<file path="src/rtl/puf_ctrl_pkg.sv">
// Shared types and constants for the PUF challenge sequencer and its voter.
package puf_ctrl_pkg;

  typedef enum logic [2:0] {
    IDLE,
    CLEAR,
    EVAL,
    HOLD,
    OUTPUT
  } state_t;

  localparam int DEF_CHAL_W     = 8;
  localparam int DEF_RESP_W     = 16;
  localparam int DEF_SETTLE_CYC = 16;
  localparam int DEF_EVAL_CYC   = 1024;
  localparam int DEF_VOTES      = 3;

  // Counter width able to hold every count from 0 up to votes inclusive.
  function automatic int vote_cnt_w(input int votes);
    return $clog2(votes + 1);
  endfunction

endpackage

</file>
<file path="src/rtl/majority_voter.sv">
// Per-bit vote counters for one challenge plus the majority threshold.
// maj_next already includes a vector being added this cycle, so the
// caller can register the final vote on the same edge as the last add.
module majority_voter import puf_ctrl_pkg::*; #(
  parameter int RESP_W = DEF_RESP_W,
  parameter int VOTES  = DEF_VOTES
) (
  input  logic              clk,
  input  logic              rst,
  input  logic              clr,
  input  logic              add,
  input  logic [RESP_W-1:0] vec,
  output logic [RESP_W-1:0] maj_next
);

  localparam int CNT_W  = vote_cnt_w(VOTES);
  localparam int THRESH = VOTES / 2;

  logic [CNT_W-1:0] cnt [RESP_W];

  // Count the ones seen on each bit since the last clear.
  always_ff @(posedge clk or negedge rst) begin
    if (!rst) begin
      for (int i = 0; i < RESP_W; i++) cnt[i] <= '0;
    end else if (clr) begin
      for (int i = 0; i < RESP_W; i++) cnt[i] <= '0;
    end else if (add) begin
      for (int i = 0; i < RESP_W; i++) cnt[i] <= cnt[i] + CNT_W'(vec[i]);
    end
  end

  // Strict majority over the counts, including a pending add.
  always_comb begin
    maj_next = '0;
    for (int i = 0; i < RESP_W; i++) begin
      maj_next[i] = (int'(cnt[i]) + int'(add & vec[i])) > THRESH;
    end
  end

endmodule

</file>
<file path="src/rtl/puf_challenge_sequencer.sv">
// Walks the RO PUF array through a run of challenges, majority-votes
// several evaluations per challenge and hands each voted response out
// on a valid/ready port.
//
// state  | meaning
// IDLE   | waiting for start, all outputs low
// CLEAR  | ro_clr held for SETTLE_CYC cycles
// EVAL   | ro_en held for EVAL_CYC cycles
// HOLD   | 2 quiet cycles, response voted on the last one
// OUTPUT | voted response offered until accepted
module puf_challenge_sequencer import puf_ctrl_pkg::*; #(
  parameter int CHAL_W     = DEF_CHAL_W,
  parameter int RESP_W     = DEF_RESP_W,
  parameter int SETTLE_CYC = DEF_SETTLE_CYC,
  parameter int EVAL_CYC   = DEF_EVAL_CYC,
  parameter int VOTES      = DEF_VOTES
) (
  input  logic              clk,
  input  logic              rst,
  input  logic              start,
  input  logic              abort,
  input  logic [CHAL_W-1:0] chal_base,
  input  logic [CHAL_W-1:0] chal_count,
  output logic [CHAL_W-1:0] ro_challenge,
  output logic              ro_en,
  output logic              ro_clr,
  input  logic [RESP_W-1:0] ro_resp,
  output logic              resp_valid,
  input  logic              resp_ready,
  output logic [RESP_W-1:0] resp_data,
  output logic [CHAL_W-1:0] resp_chal,
  output logic              busy,
  output logic              done
);

  localparam int CNT_W   = vote_cnt_w(VOTES);
  localparam int TMR_MAX = (SETTLE_CYC > EVAL_CYC) ?
                           ((SETTLE_CYC > 2) ? SETTLE_CYC : 2) :
                           ((EVAL_CYC > 2) ? EVAL_CYC : 2);
  localparam int TMR_W   = $clog2(TMR_MAX);

  state_t            state;
  logic [TMR_W-1:0]  tmr;
  logic [CHAL_W:0]   remaining;
  logic [CNT_W-1:0]  vote_idx;
  logic [CHAL_W-1:0] cur_chal;
  logic [RESP_W-1:0] resp_sync1;
  logic [RESP_W-1:0] resp_sync2;
  logic [RESP_W-1:0] maj_next;
  logic              voter_clr;
  logic              voter_add;

  assign ro_challenge = cur_chal;

  // ro_resp comes from free-running oscillators; bring it into clk domain.
  always_ff @(posedge clk or negedge rst) begin
    if (!rst) begin
      resp_sync1 <= '0;
      resp_sync2 <= '0;
    end else begin
      resp_sync1 <= ro_resp;
      resp_sync2 <= resp_sync1;
    end
  end

  assign voter_clr = ((state == IDLE) && start) || ((state == OUTPUT) && resp_ready);
  assign voter_add = (state == HOLD) && (tmr == '0);

  majority_voter #(
    .RESP_W (RESP_W),
    .VOTES  (VOTES)
  ) u_voter (
    .clk      (clk),
    .rst      (rst),
    .clr      (voter_clr),
    .add      (voter_add),
    .vec      (resp_sync2),
    .maj_next (maj_next)
  );

  // Sequencing FSM; every output is a register updated here.
  always_ff @(posedge clk or negedge rst) begin
    if (!rst) begin
      state      <= IDLE;
      tmr        <= '0;
      remaining  <= '0;
      vote_idx   <= '0;
      cur_chal   <= '0;
      ro_en      <= 1'b0;
      ro_clr     <= 1'b0;
      resp_valid <= 1'b0;
      resp_data  <= '0;
      resp_chal  <= '0;
      busy       <= 1'b0;
      done       <= 1'b0;
    end else begin
      done <= 1'b0;
      if (abort) begin
        // A handshake coinciding with abort still transfers; just no done.
        state      <= IDLE;
        tmr        <= '0;
        cur_chal   <= '0;
        ro_en      <= 1'b0;
        ro_clr     <= 1'b0;
        resp_valid <= 1'b0;
        resp_data  <= '0;
        resp_chal  <= '0;
        busy       <= 1'b0;
      end else begin
        case (state)
          IDLE: begin
            if (start) begin
              state     <= CLEAR;
              busy      <= 1'b1;
              ro_clr    <= 1'b1;
              cur_chal  <= chal_base;
              remaining <= (chal_count == '0) ? {1'b1, {CHAL_W{1'b0}}} : {1'b0, chal_count};
              vote_idx  <= '0;
              tmr       <= TMR_W'(SETTLE_CYC - 1);
            end
          end
          CLEAR: begin
            if (tmr == '0) begin
              state  <= EVAL;
              ro_clr <= 1'b0;
              ro_en  <= 1'b1;
              tmr    <= TMR_W'(EVAL_CYC - 1);
            end else begin
              tmr <= tmr - TMR_W'(1);
            end
          end
          EVAL: begin
            if (tmr == '0) begin
              state <= HOLD;
              ro_en <= 1'b0;
              tmr   <= TMR_W'(1);
            end else begin
              tmr <= tmr - TMR_W'(1);
            end
          end
          HOLD: begin
            if (tmr == '0) begin
              if (vote_idx < CNT_W'(VOTES - 1)) begin
                state    <= CLEAR;
                vote_idx <= vote_idx + CNT_W'(1);
                ro_clr   <= 1'b1;
                tmr      <= TMR_W'(SETTLE_CYC - 1);
              end else begin
                state      <= OUTPUT;
                resp_valid <= 1'b1;
                resp_data  <= maj_next;
                resp_chal  <= cur_chal;
              end
            end else begin
              tmr <= tmr - TMR_W'(1);
            end
          end
          OUTPUT: begin
            if (resp_ready) begin
              resp_valid <= 1'b0;
              if (remaining == (CHAL_W+1)'(1)) begin
                state     <= IDLE;
                busy      <= 1'b0;
                done      <= 1'b1;
                cur_chal  <= '0;
                resp_data <= '0;
                resp_chal <= '0;
              end else begin
                state     <= CLEAR;
                cur_chal  <= cur_chal + CHAL_W'(1);
                remaining <= remaining - (CHAL_W+1)'(1);
                vote_idx  <= '0;
                ro_clr    <= 1'b1;
                tmr       <= TMR_W'(SETTLE_CYC - 1);
              end
            end
          end
          default: state <= IDLE;
        endcase
      end
    end
  end

endmodule

</file>
<file path="config.mk">
export PLATFORM = sky130hd
export DESIGN_NAME = puf_challenge_sequencer
export DESIGN_NICKNAME = d
export VERILOG_FILES = /design/src/rtl/puf_ctrl_pkg.sv /design/src/rtl/majority_voter.sv /design/src/rtl/puf_challenge_sequencer.sv
export SDC_FILE = /design/constraint.sdc
export NUM_CORES = 1
export LEC_CHECK = 0
export ABC_AREA = 1
export CAP_MARGIN = 20
export CORE_ASPECT_RATIO = 1.75
export CORE_UTILIZATION = 45
export CTS_BUF_LIST = sky130_fd_sc_hd__clkbuf_8
export DETAILED_ROUTE_END_ITERATION = 10
export PLACE_DENSITY = 0.69
export SKIP_LAST_GASP = 1
export SLEW_MARGIN = 40
export SYNTH_ARGS = -nofsm -noshare
export SYNTH_HDL_FRONTEND = slang
export SYNTH_HIERARCHICAL = 1
export SYNTH_SLANG_ARGS = --single-unit
</file>
<file path="constraint.sdc">
create_clock -name clk -period 1.9 [get_ports clk]
set_input_delay 0.38 -clock clk [delete_from_list [all_inputs] [get_ports clk]]
set_output_delay 0.38 -clock clk [all_outputs]
set_load 0.01 [all_outputs]
</file>
# [After elaboration in Yosys (flattened, before gate mapping)]
# Index checks and enable logic that the tools add are counted.
[totals] output_inout_bits=37 elab_cells=217 regBits=125
[classes] n_reduce_logical=25 magnitude_cmp=17 bitwise_logic=17 n_eq_ne=20 muxes=72 addsub=36
[op_table] cell="adder 3 x 32 -> 32 bit" count=16
[op_table] cell="> comparator 32 x 2 -> 1 bit, second input constant" count=16
[op_table] cell="two-way mux 10 bit" count=8
[op_table] cell="two-way mux 16 bit" count=5
[op_table] cell="two-way mux 8 bit" count=9
[op_table] cell="two-way mux 32 bit" count=2
[op_table] cell="one-hot mux 10 bit (5 select lines)" count=1
[op_table] cell="two-way mux 9 bit" count=4
[op_table] cell="adder 2 x 1 -> 2 bit" count=16
[op_table] cell="one-hot mux 16 bit (2 select lines)" count=1
[op_table] cell="one-hot mux 8 bit (2 select lines)" count=2
[op_table] cell="two-way mux 1 bit" count=21
[op_table] cell="two-way mux 3 bit" count=7
[op_table] cell="AND reduction 5 bit" count=4
[op_table] cell="!= test 3 bit, second input constant" count=6
[op_table] cell="one-hot mux 9 bit (2 select lines)" count=1
[op_table] cell="bitwise AND 1 bit" count=16
[op_table] cell="one-hot mux 3 bit (5 select lines)" count=1
[op_table] cell="AND reduction 7 bit" count=2
[op_table] cell="nonzero test 3 bit" count=4
[op_table] cell="logical NOT 10 bit" count=1
[op_table] cell="two-way mux 2 bit" count=5
[op_table] cell="subtractor 10 x 1 -> 10 bit, second input constant" count=1
[op_table] cell="== test 9 x 1 -> 1 bit, second input constant" count=1
[op_table] cell="other kinds (24)" count=37

# [Depth between registers and ports, before layout]
# Gate-level depths: netlist (run 1).
[depth] ltp_word=9 mapped_depth=13

# [Hierarchy]
# The synthesis (run 1) kept the hierarchy.
[by_module_without_submodules] mod="puf_challenge_sequencer" cells_per_inst=502 n_inst=1 area_each_um2=4259.1 seq_area_each_um2=2327.2
[by_module_without_submodules] mod="majority_voter" cells_per_inst=221 n_inst=1 area_each_um2=1791.7 seq_area_each_um2=800.8

# [Least setup slack after synthesis (run 1)]
# No wires, ideal clock.
[synth_timing] path_type="register -> register" from="reg tmr[0]" to="reg resp_data[0]" setup_slack_ns=-0.107 arrival_ns=1.941 t_required_ns=1.834 setup_time_ns=0.066 n_path_buf=3 synth_period_minus_slack_ns=2.007 path_stages_with_launch=14 cell_sequence="dfrtp_1 -> inv_1 -> ha_1 -> nand2_1 -> nor2_2 -> nand2_2 -> buf_2 -> nor2_1 -> buf_6 -> buf_4 -> nand3_1 -> nand2_1 -> nand3_1 -> nand2_1"
[synth_via] elab_chain_len=9 word_cells_on_any_way=11 cone_classes="1 x add/sub; 1 x order compare; 1 x eq/ne; 4 x mux; 1 x bitwise; 3 x reduce/logical"
[synth_rtl] item="start: declaration" line="puf_challenge_sequencer.sv:43" rtl="logic [TMR_W-1:0] tmr;"
[synth_rtl] item="start signal: assignment" line="puf_challenge_sequencer.sv:119" rtl="tmr <= TMR_W'(SETTLE_CYC - 1);"
[synth_rtl] item="start signal: assignment" line="puf_challenge_sequencer.sv:127" rtl="tmr <= TMR_W'(EVAL_CYC - 1);"
[synth_rtl] item="start signal: assignment" line="puf_challenge_sequencer.sv:129" rtl="tmr <= tmr - TMR_W'(1);"
[synth_rtl] item="logical NOT 10 bit" line="puf_challenge_sequencer.sv:67" rtl="assign voter_add = (state == HOLD) && (tmr == '0);"
[synth_rtl] item="logical AND 1 bit" line="puf_challenge_sequencer.sv:67"
[synth_rtl] item="net voter_add" line="puf_challenge_sequencer.sv:51" rtl="logic voter_add;"
[synth_rtl] item="bitwise AND 1 bit" line="majority_voter.sv:36" rtl="maj_next[i] = (int'(cnt[i]) + int'(add & vec[i])) > THRESH;"
[synth_rtl] item="adder 3 x 32 -> 32 bit" line="majority_voter.sv:36"
[synth_rtl] item="> comparator 32 x 2 -> 1 bit" line="majority_voter.sv:36"
[synth_rtl] item="net maj_next[0]" line="puf_challenge_sequencer.sv:49" rtl="logic [RESP_W-1:0] maj_next;"
[synth_rtl] item="two-way mux 16 bit" line="puf_challenge_sequencer.sv:143" rtl="if (vote_idx < CNT_W'(VOTES - 1)) begin"
[synth_rtl] item="two-way mux 16 bit" line="puf_challenge_sequencer.sv:142" rtl="if (tmr == '0) begin"
[synth_rtl] item="one-hot mux 16 bit (2 select lines)" line="puf_challenge_sequencer.sv:110" rtl="case (state)"
[synth_rtl] item="two-way mux 16 bit" line="puf_challenge_sequencer.sv:98" rtl="if (abort) begin"
[synth_rtl] item="end signal: assignment" line="puf_challenge_sequencer.sv:151" rtl="resp_data <= maj_next;"
[synth_rtl] item="end: declaration" line="puf_challenge_sequencer.sv:30" rtl="output logic [RESP_W-1:0] resp_data,"
# The timed path passes the listed nets, and every way through them passes these cells. The select of a mux whose other input is x is not followed.
# A chain may end at the register's enable or synchronous reset.

# [Final worst setup path (run 1)]
[layout_timing] from="reg cur_chal[1], in the netlist ro_challenge[1]" to="out ro_challenge[1]"
[layout_rtl] item="start: declaration" line="puf_challenge_sequencer.sv:46" rtl="logic [CHAL_W-1:0] cur_chal;"
[layout_rtl] item="start signal: assignment" line="puf_challenge_sequencer.sv:116" rtl="cur_chal <= chal_base;"
[layout_rtl] item="start signal: assignment" line="puf_challenge_sequencer.sv:170" rtl="cur_chal <= cur_chal + CHAL_W'(1);"
[layout_rtl] item="end: declaration" line="puf_challenge_sequencer.sv:24" rtl="output logic [CHAL_W-1:0] ro_challenge,"
# No word-level cell between the ends.

==> metrics.txt, run 1 <==
# TYPE chip_impl_metric gauge
chip_impl_metric{name="top_level_ports",unit=""} 74
chip_impl_info{name="critPathKind",value="flip-flop to primary output"} 1
chip_impl_metric{name="final_slew_viol_count",unit=""} 0
chip_impl_metric{name="std_cell_rows",unit=""} 55
chip_impl_info{name="synth.area.top_cells",value="dfrtp_1, nand2_1, nand3_1"} 1
chip_impl_metric{name="synth_edf_count",unit=""} 0
chip_impl_metric{name="postSynthAreaPerCell",unit="um^2"} 8.369
chip_impl_metric{name="post_synthesis_async_set_or_reset_flop_share",unit=""} 1.000
chip_impl_metric{name="floorplan.die_area",unit="um^2"} 13930
chip_impl_metric{name="fp.dieH",unit="um"} 155.4
chip_impl_metric{name="synth_seq_cells",unit=""} 125
chip_impl_metric{name="netlist.area_leader.share",unit=""} 0.5170
chip_impl_metric{name="grt_max_degree",unit=""} 51
chip_impl_metric{name="final-setup-viol-count",unit=""} 0
chip_impl_info{name="tritoncts",value="built"} 1
chip_impl_metric{name="via_count",unit=""} 5197
chip_impl_info{name="worst_setup_path_end_kind",value="primary output"} 1
chip_impl_metric{name="timing.critical_path.arrival",unit="ns"} 1.47
chip_impl_metric{name="global_route_wire_length_before_repair",unit="mm"} 23.24
chip_impl_metric{name="critical_path.max_stage_delay",unit="ns"} 0.58
chip_impl_info{name="first_element_of_the_critical_path",value="ro_challenge[1]"} 1
chip_impl_metric{name="clock_insertion_delay_worst_skew",unit="ns"} 0.44
chip_impl_metric{name="drt_wl_total",unit="mm"} 14.16
chip_impl_metric{name="worst-endpoint-required",unit="ns"} 1.52
chip_impl_metric{name="grt_antenna_before_repair",unit=""} 0
chip_impl_metric{name="n_fill_cell",unit=""} 1128
chip_impl_info{name="worstSetupEndpoint",value="ro_challenge[1]"} 1
chip_impl_info{name="most_frequent_cells_after_synthesis",value="nand2_1, dfrtp_1, nand3_1"} 1
chip_impl_info{name="cts_root_buf",value="clkbuf_8"} 1
chip_impl_metric{name="cell_area_after_placement",unit="um^2"} 7113
chip_impl_metric{name="relative_max_transition_margin",unit=""} 0.7207
chip_impl_metric{name="post_route_cells_drive_above_1_share",unit=""} 0.1156
chip_impl_metric{name="post_synth_instance_area",unit="um^2"} 6051
chip_impl_metric{name="numPortBuffers",unit=""} 73
chip_impl_metric{name="synth_cell_types",unit=""} 33
chip_impl_metric{name="dr.first_iter.drc_count",unit=""} 225
chip_impl_metric{name="cts.clk_slew.worst_paths",unit="ns"} 0.08
chip_impl_metric{name="buffer_depth_of_the_longest_clock_path",unit=""} 2
chip_impl_metric{name="r2r_cells",unit=""} 12
chip_impl_metric{name="timing.final.hold_violations",unit=""} 0
chip_impl_info{name="crit_slowest_cell",value="clkdlybuf4s50_1"} 1
chip_impl_metric{name="netlist_instances",unit=""} 723
chip_impl_metric{name="initial_core_util",unit=""} 0.4652
chip_impl_metric{name="layout_worst_path_cycle_share",unit=""} 0.9737
chip_impl_metric{name="final_power",unit="mW"} 8.629
chip_impl_info{name="synth_most_common_cell",value="nand2_1"} 1
chip_impl_info{name="critical-path-top-delay-family",value="buffers and inverters"} 1
chip_impl_metric{name="drt_first_pass_iters",unit=""} 6
chip_impl_metric{name="vdd_ir_drop_max",unit="mV"} 0.6213
chip_impl_metric{name="finalInstanceArea",unit="um^2"} 7689
chip_impl_metric{name="fin_worst_skew",unit="ns"} 0.01141
chip_impl_metric{name="drv.max_cap_violation_count",unit=""} 0
chip_impl_info{name="outcome",value="completed"} 1
chip_impl_metric{name="route.detailed.vias_per_inst",unit=""} 5.146
chip_impl_metric{name="finalCriticalPeriod",unit="ns"} 1.850
chip_impl_metric{name="number_of_global_route_vias_before_repair",unit=""} 5251
chip_impl_metric{name="yosysWarnings",unit=""} 6
chip_impl_info{name="r2r-end",value="u_voter/cnt[30]"} 1
chip_impl_metric{name="fp.dieW",unit="um"} 89.66
chip_impl_metric{name="worst-path-buf-inv",unit=""} 1
chip_impl_metric{name="route.detailed.wl_per_inst",unit="um"} 14.02
chip_impl_metric{name="crit_cells",unit=""} 1
chip_impl_info{name="synth_flop_cell",value="dfrtp_1"} 1
chip_impl_metric{name="post-route-util",unit=""} 0.5912
chip_impl_info{name="yosysTopAreaCell",value="dfrtp_1"} 1
chip_impl_metric{name="drt_drc_violations_left",unit=""} 0
chip_impl_metric{name="grt-ovfl-total",unit=""} 0
chip_impl_info{name="rsz0062_at_grt",value="true"} 1
chip_impl_metric{name="detail-route-antenna-nets",unit=""} 0
chip_impl_metric{name="num-nets-final",unit=""} 883
chip_impl_metric{name="mappedNetlistNets",unit=""} 780
chip_impl_metric{name="htreeDepth",unit=""} 4
chip_impl_metric{name="cts_inserted_buffers",unit=""} 17
chip_impl_metric{name="fmax",unit="MHz"} 540.6
chip_impl_metric{name="worst_slew_pin_slew",unit="ns"} 0.4151
chip_impl_metric{name="r2r_slack",unit="ns"} 0.12
chip_impl_metric{name="n_antenna_cell",unit=""} 0
chip_impl_info{name="reg_to_reg_critical_path_startpoint",value="tmr[0]"} 1
chip_impl_metric{name="area.growth.synth_to_final",unit="%"} 27.07
chip_impl_info{name="crit_path_cell_trace",value="clkdlybuf4s50_1"} 1
chip_impl_info{name="startpoint_type",value="flip-flop"} 1
chip_impl_metric{name="gp_congestion",unit=""} 0.8992
chip_impl_metric{name="cellPowerDensity",unit="nW/um^2"} 1122
chip_impl_metric{name="synth_sequential_area_ratio",unit=""} 0.5170
chip_impl_info{name="worstHoldPathType",value="flip-flop to flip-flop"} 1
chip_impl_metric{name="dpl.hpwl",unit="mm"} 9.855
chip_impl_metric{name="power.static_leakage",unit="nW"} 3.915
chip_impl_metric{name="core_region_area",unit="um^2"} 13010
chip_impl_metric{name="clock-sinks",unit=""} 125
chip_impl_metric{name="grt_use_total",unit=""} 0.2182
chip_impl_metric{name="critical_path_peak_fanout",unit=""} 5
## layout make-up
cell class | instances | area, um^2 | area share
clock buffer | 19 | 261.5 | 0.03401
clock inverter | 13 | 163.9 | 0.02132
inverter | 58 | 217.7 | 0.02832
multi-input combinational | 517 | 2542 | 0.3307
sequential | 125 | 3132 | 0.4073
tap | 171 | 214.0 | 0.02783
timing repair buffer | 107 | 1157 | 0.1505
## placed cells by master (no fill, tap or decap), types with 11 or more instances in the layout
master / n
buf_4: 21
o21ai_1: 11
a21oi_1: 25
nand2_1: 246
clkdlybuf4s50_1: 72
clkbuf_8: 19
inv_1: 55
nor2_1: 49
nand3_1: 94
ha_1: 19
dfrtp_1: 122
o21ai_0: 29
## state kept, by name, indices dropped and copies added, names as in the netlist
| signal | count |
|---|---|
| resp_sync1 | 16 |
| resp_valid | 1 |
| ro_en | 1 |
| ro_challenge | 8 |
| busy | 1 |
| state | 3 |
| resp_sync2 | 16 |
| resp_data | 16 |
| ro_clr | 1 |
| remaining | 9 |
| done | 1 |
| u_voter/cnt | 32 |
| resp_chal | 8 |
| vote_idx | 2 |
| tmr | 10 |
## worst min-delay path by stage
stage	startpoint	to	slack (ns)	cells after the start
final	resp_sync1[9]	resp_sync2[9]	0.35	0
after global routing	resp_sync1[1]	resp_sync2[1]	0.35	0
after CTS	resp_sync1[10]	resp_sync2[10]	0.34	0
after detailed placement	resp_sync1[3]	resp_sync2[3]	0.33	0
after global placement	resp_sync1[13]	resp_sync2[13]	0.33	0
after floorplan	rst	busy	0.08	0
## timing repair
item                                   in CTS  in global routing
setup endpoints to repair                   2                 67
hold buffers                                1                  0
buffers inserted                            0                  3
endpoints found under the hold margin      28                  0
resized for setup                           1                 11
cloned                                      1                  2
pin swaps                                   0                  3
## layer usage
layer / track usage / vias up / share of wire
met5: 0 / - / 0
li1: - / 2534 / -
met1: 0.2299 / 2494 / 0.38
met4: 0.1020 / 0 / 0.027
met2: 0.3943 / 142 / 0.55
met3: 0.05252 / 27 / 0.046
## per-stage QoR
step	worst slack [ns]	TNS (ns)	instances	hold WS [ns]
2_1_floorplan	0.01856	0	723	0.08441
3_3_place_gp	-0.03526	-0.1291	971	0.3330
3_5_place_dp	-0.06784	-0.5102	971	0.3347
4_1_cts	0.02081	0	1005	0.3425
5_1_grt	-0.006892	-0.01780	1010	0.3508
6_report	0.05003	0	1010	0.3461
## report_power, final
group / switching [mW] / internal [mW] / leakage (nW)
Combinational: 1.70 / 1.13 / 2.07
Sequential: 0.333 / 3.01 / 1.64
Clock: 1.08 / 1.37 / 0.206
Total: 3.11 / 5.51 / 3.92
## cell families (layout without fill, tap and decap cells)
| logic type | after synthesis | count (layout) | share of synthesized area |
|---|---|---|---|
| AND/OR/NAND/NOR | 421 | 421 | 0.3044 |
| adder cells (fa/ha/maj) | 20 | 20 | 0.04136 |
| flip-flops | 125 | 125 | 0.5170 |
| AO/OA/AOI/OAI | 71 | 71 | 0.06266 |
| buffers and inverters | 81 | 197 | 0.06741 |
| XOR/XNOR | 5 | 5 | 0.007237 |
Note: power is estimated with default switching activity, not from simulation.
==> inputs of run 2 (changes only) <==
Settings changed: SETUP_SLACK_MARGIN set to 0.05.
==> metrics.txt, run 2 (synthesis results as in run 1) <==
# TYPE chip_impl_metric gauge
chip_impl_info{name="outcome",value="completed"} 1
chip_impl_metric{name="finalInstanceArea",unit="um^2"} 7896
chip_impl_metric{name="n_antenna_cell",unit=""} 0
chip_impl_metric{name="critical_path_peak_fanout",unit=""} 13
chip_impl_metric{name="vdd_ir_drop_max",unit="mV"} 0.7127
chip_impl_metric{name="core_region_area",unit="um^2"} 13010
chip_impl_metric{name="via_count",unit=""} 5311
chip_impl_info{name="most_common_cell_after_layout_fill_and_taps_aside",value="nand2_1"} 1
chip_impl_metric{name="htreeDepth",unit=""} 4
chip_impl_info{name="critPathKind",value="flip-flop to flip-flop"} 1
chip_impl_metric{name="multi_input_gate_area_in_the_final_layout",unit="um^2"} 2574
chip_impl_metric{name="grt-ovfl-total",unit=""} 0
chip_impl_metric{name="gp_congestion",unit=""} 0.8991
chip_impl_metric{name="num-nets-final",unit=""} 907
chip_impl_metric{name="clock-sinks",unit=""} 125
chip_impl_metric{name="seq_area",unit="um^2"} 3136
chip_impl_metric{name="dr.first_iter.drc_count",unit=""} 240
chip_impl_metric{name="final_slew_viol_count",unit=""} 0
chip_impl_metric{name="fp.dieW",unit="um"} 89.66
chip_impl_metric{name="dpl.hpwl",unit="mm"} 10.20
chip_impl_metric{name="area.growth.synth_to_final",unit="%"} 30.50
chip_impl_metric{name="layout_setup_ws",unit="ns"} 0.08747
chip_impl_metric{name="std_cell_rows",unit=""} 55
chip_impl_metric{name="largest_register_ffs",unit=""} 32
chip_impl_metric{name="route.detailed.vias_per_inst",unit=""} 5.136
chip_impl_metric{name="cts.hold.buffers_added",unit=""} 0
chip_impl_metric{name="cts_inserted_buffers",unit=""} 17
chip_impl_metric{name="fp.dieH",unit="um"} 155.4
chip_impl_metric{name="initial_core_util",unit=""} 0.4652
chip_impl_metric{name="grt_max_degree",unit=""} 126
chip_impl_metric{name="fin_worst_skew",unit="ns"} 0.01751
chip_impl_metric{name="layout_worst_path_cycle_share",unit=""} 0.9540
chip_impl_info{name="worst_setup_path_end_kind",value="flip-flop"} 1
chip_impl_metric{name="route.detailed.wl_per_inst",unit="um"} 14.37
chip_impl_metric{name="worst-endpoint-required",unit="ns"} 2.27
chip_impl_metric{name="numPortBuffers",unit=""} 73
chip_impl_metric{name="drt_wl_total",unit="mm"} 14.86
chip_impl_metric{name="cell_area_after_placement",unit="um^2"} 7158
chip_impl_metric{name="power.static_leakage",unit="nW"} 4.047
chip_impl_metric{name="post_route_cells_drive_above_1_share",unit=""} 0.1530
chip_impl_metric{name="top_level_ports",unit=""} 74
chip_impl_metric{name="drv.max_cap_violation_count",unit=""} 0
chip_impl_info{name="cts_root_buf",value="clkbuf_8"} 1
chip_impl_metric{name="grt_use_total",unit=""} 0.2333
chip_impl_metric{name="cts.clk_slew.worst_paths",unit="ns"} 0.08
chip_impl_info{name="rsz0062_at_grt",value="true"} 1
chip_impl_metric{name="fmax",unit="MHz"} 551.7
chip_impl_metric{name="detail-route-antenna-nets",unit=""} 0
chip_impl_metric{name="global_route_wire_length_before_repair",unit="mm"} 24.65
chip_impl_metric{name="grt_antenna_before_repair",unit=""} 0
chip_impl_metric{name="finalCriticalPeriod",unit="ns"} 1.813
chip_impl_metric{name="worst_slew_pin_slew",unit="ns"} 0.6666
chip_impl_metric{name="n_fill_cell",unit=""} 1086
chip_impl_metric{name="clock_insertion_delay_worst_skew",unit="ns"} 0.44
chip_impl_metric{name="floorplan.die_area",unit="um^2"} 13930
chip_impl_metric{name="buffer_depth_of_the_longest_clock_path",unit=""} 2
chip_impl_metric{name="drt_first_pass_iters",unit=""} 6
chip_impl_metric{name="final-setup-viol-count",unit=""} 0
chip_impl_metric{name="number_of_global_route_vias_before_repair",unit=""} 5301
chip_impl_info{name="mostFrequentLayoutCells",value="nand2_1, dfrtp_1, nand3_1, clkdlybuf4s50_1, inv_1"} 1
chip_impl_metric{name="relative_max_transition_margin",unit=""} 0.5556
chip_impl_info{name="tritoncts",value="built"} 1
chip_impl_metric{name="drt_drc_violations_left",unit=""} 0
chip_impl_info{name="worstHoldPathType",value="input port to async pin"} 1
chip_impl_metric{name="timing.critical_path.arrival",unit="ns"} 2.18
chip_impl_metric{name="pre_cts_slack",unit="ns"} -0.09361
chip_impl_metric{name="cellPowerDensity",unit="nW/um^2"} 1154
chip_impl_info{name="most_flop_heavy_register",value="u_voter/cnt"} 1
chip_impl_metric{name="timing.final.hold_violations",unit=""} 0
chip_impl_info{name="startpoint_type",value="flip-flop"} 1
## run 2: changes by cell type in the layout (fill, tap and decap cells not counted), moves of 2 or more
cell        delta
nor2_2         +2
clkbuf_16      -2
inv_1          -3
nor2_1         -2
nand2_4        +2
dfrtp_1        -3
inv_8          +2
clkinvlp_4     -2
buf_4         +25
inv_6          +5
inv_2          +2
clkbuf_8       -2
dfrtp_2        +3
## run 2: worst paths after layout
kind | endpoint | slack (ns) | from | depth (start not counted)
worst max register to register | resp_data[10] | 0.09 | tmr[0] | 12
min in group clk | resp_sync2[1] | 0.35 | resp_sync1[1] | 0
worst max-delay path | resp_data[10] | 0.09 | tmr[0] | 12
worst min-delay path | u_voter/cnt[19] | 0.01 | rst | 2
max in group asynchronous | state[1] | 1.34 | rst | 2
worst min register to register | resp_sync2[1] | 0.35 | resp_sync1[1] | 0
## run 2: power breakdown
part / switching [mW] / internal (mW) / total [mW]
combinational: 1.83 / 1.39 / 3.23
clock: 1.19 / 1.35 / 2.53
sequential: 0.335 / 3.01 / 3.35
total: 3.36 / 5.75 / 9.11
## run 2: final cells by class
class / instances / area share
Clock buffer: 17 / 0.02963
Clock inverter: 15 / 0.02504
Timing Repair Buffer: 131 / 0.1676
Inverter: 58 / 0.02757
Multi-Input combinational cell: 517 / 0.3259
Tap cell: 171 / 0.02710
Sequential cell: 125 / 0.3971
## run 2: routing by layer
layer / vias to the layer above / part of all wire / global-route usage
li1: 2584 / - / -
met1: 2532 / 0.37 / 0.2592
met2: 155 / 0.57 / 0.4167
met3: 40 / 0.034 / 0.04721
met4: 0 / 0.030 / 0.1028
met5: - / 0 / 0
## run 2: stage by stage
stage	instances	setup TNS [ns]	utilization	hold slack, ns	power [mW]
2_1_floorplan	723	0	-	0.08441	5.115
3_3_place_gp	977	-0.4068	0.5504	0.3343	6.057
3_5_place_dp	977	-1.664	0.5504	0.3356	6.118
4_1_cts	1016	0	0.5926	0.05854	8.802
5_1_grt	1034	0	0.6071	0.06876	9.683
6_report	1034	0	0.6071	0.01105	9.109
## run 2: critical path, cell delays in order (launching register included)
cell	delay, ns
dfrtp_1	0.41
inv_2	0.09
ha_4	0.15
nand2_4	0.06
nor2_4	0.14
nand2_4	0.10
nor2_4	0.14
buf_12	0.14
buf_12	0.14
nand3_1	0.07
nand2_1	0.10
nand3_1	0.10
nand2_1	0.11
## run 2: what timing repair did
action                                  4_1_cts  5_1_grt
endpoints found under the setup margin       40       89
gates cloned                                  2        0
pin swaps                                     0        5
buffers inserted                              5       18
gates resized for setup                       6       19
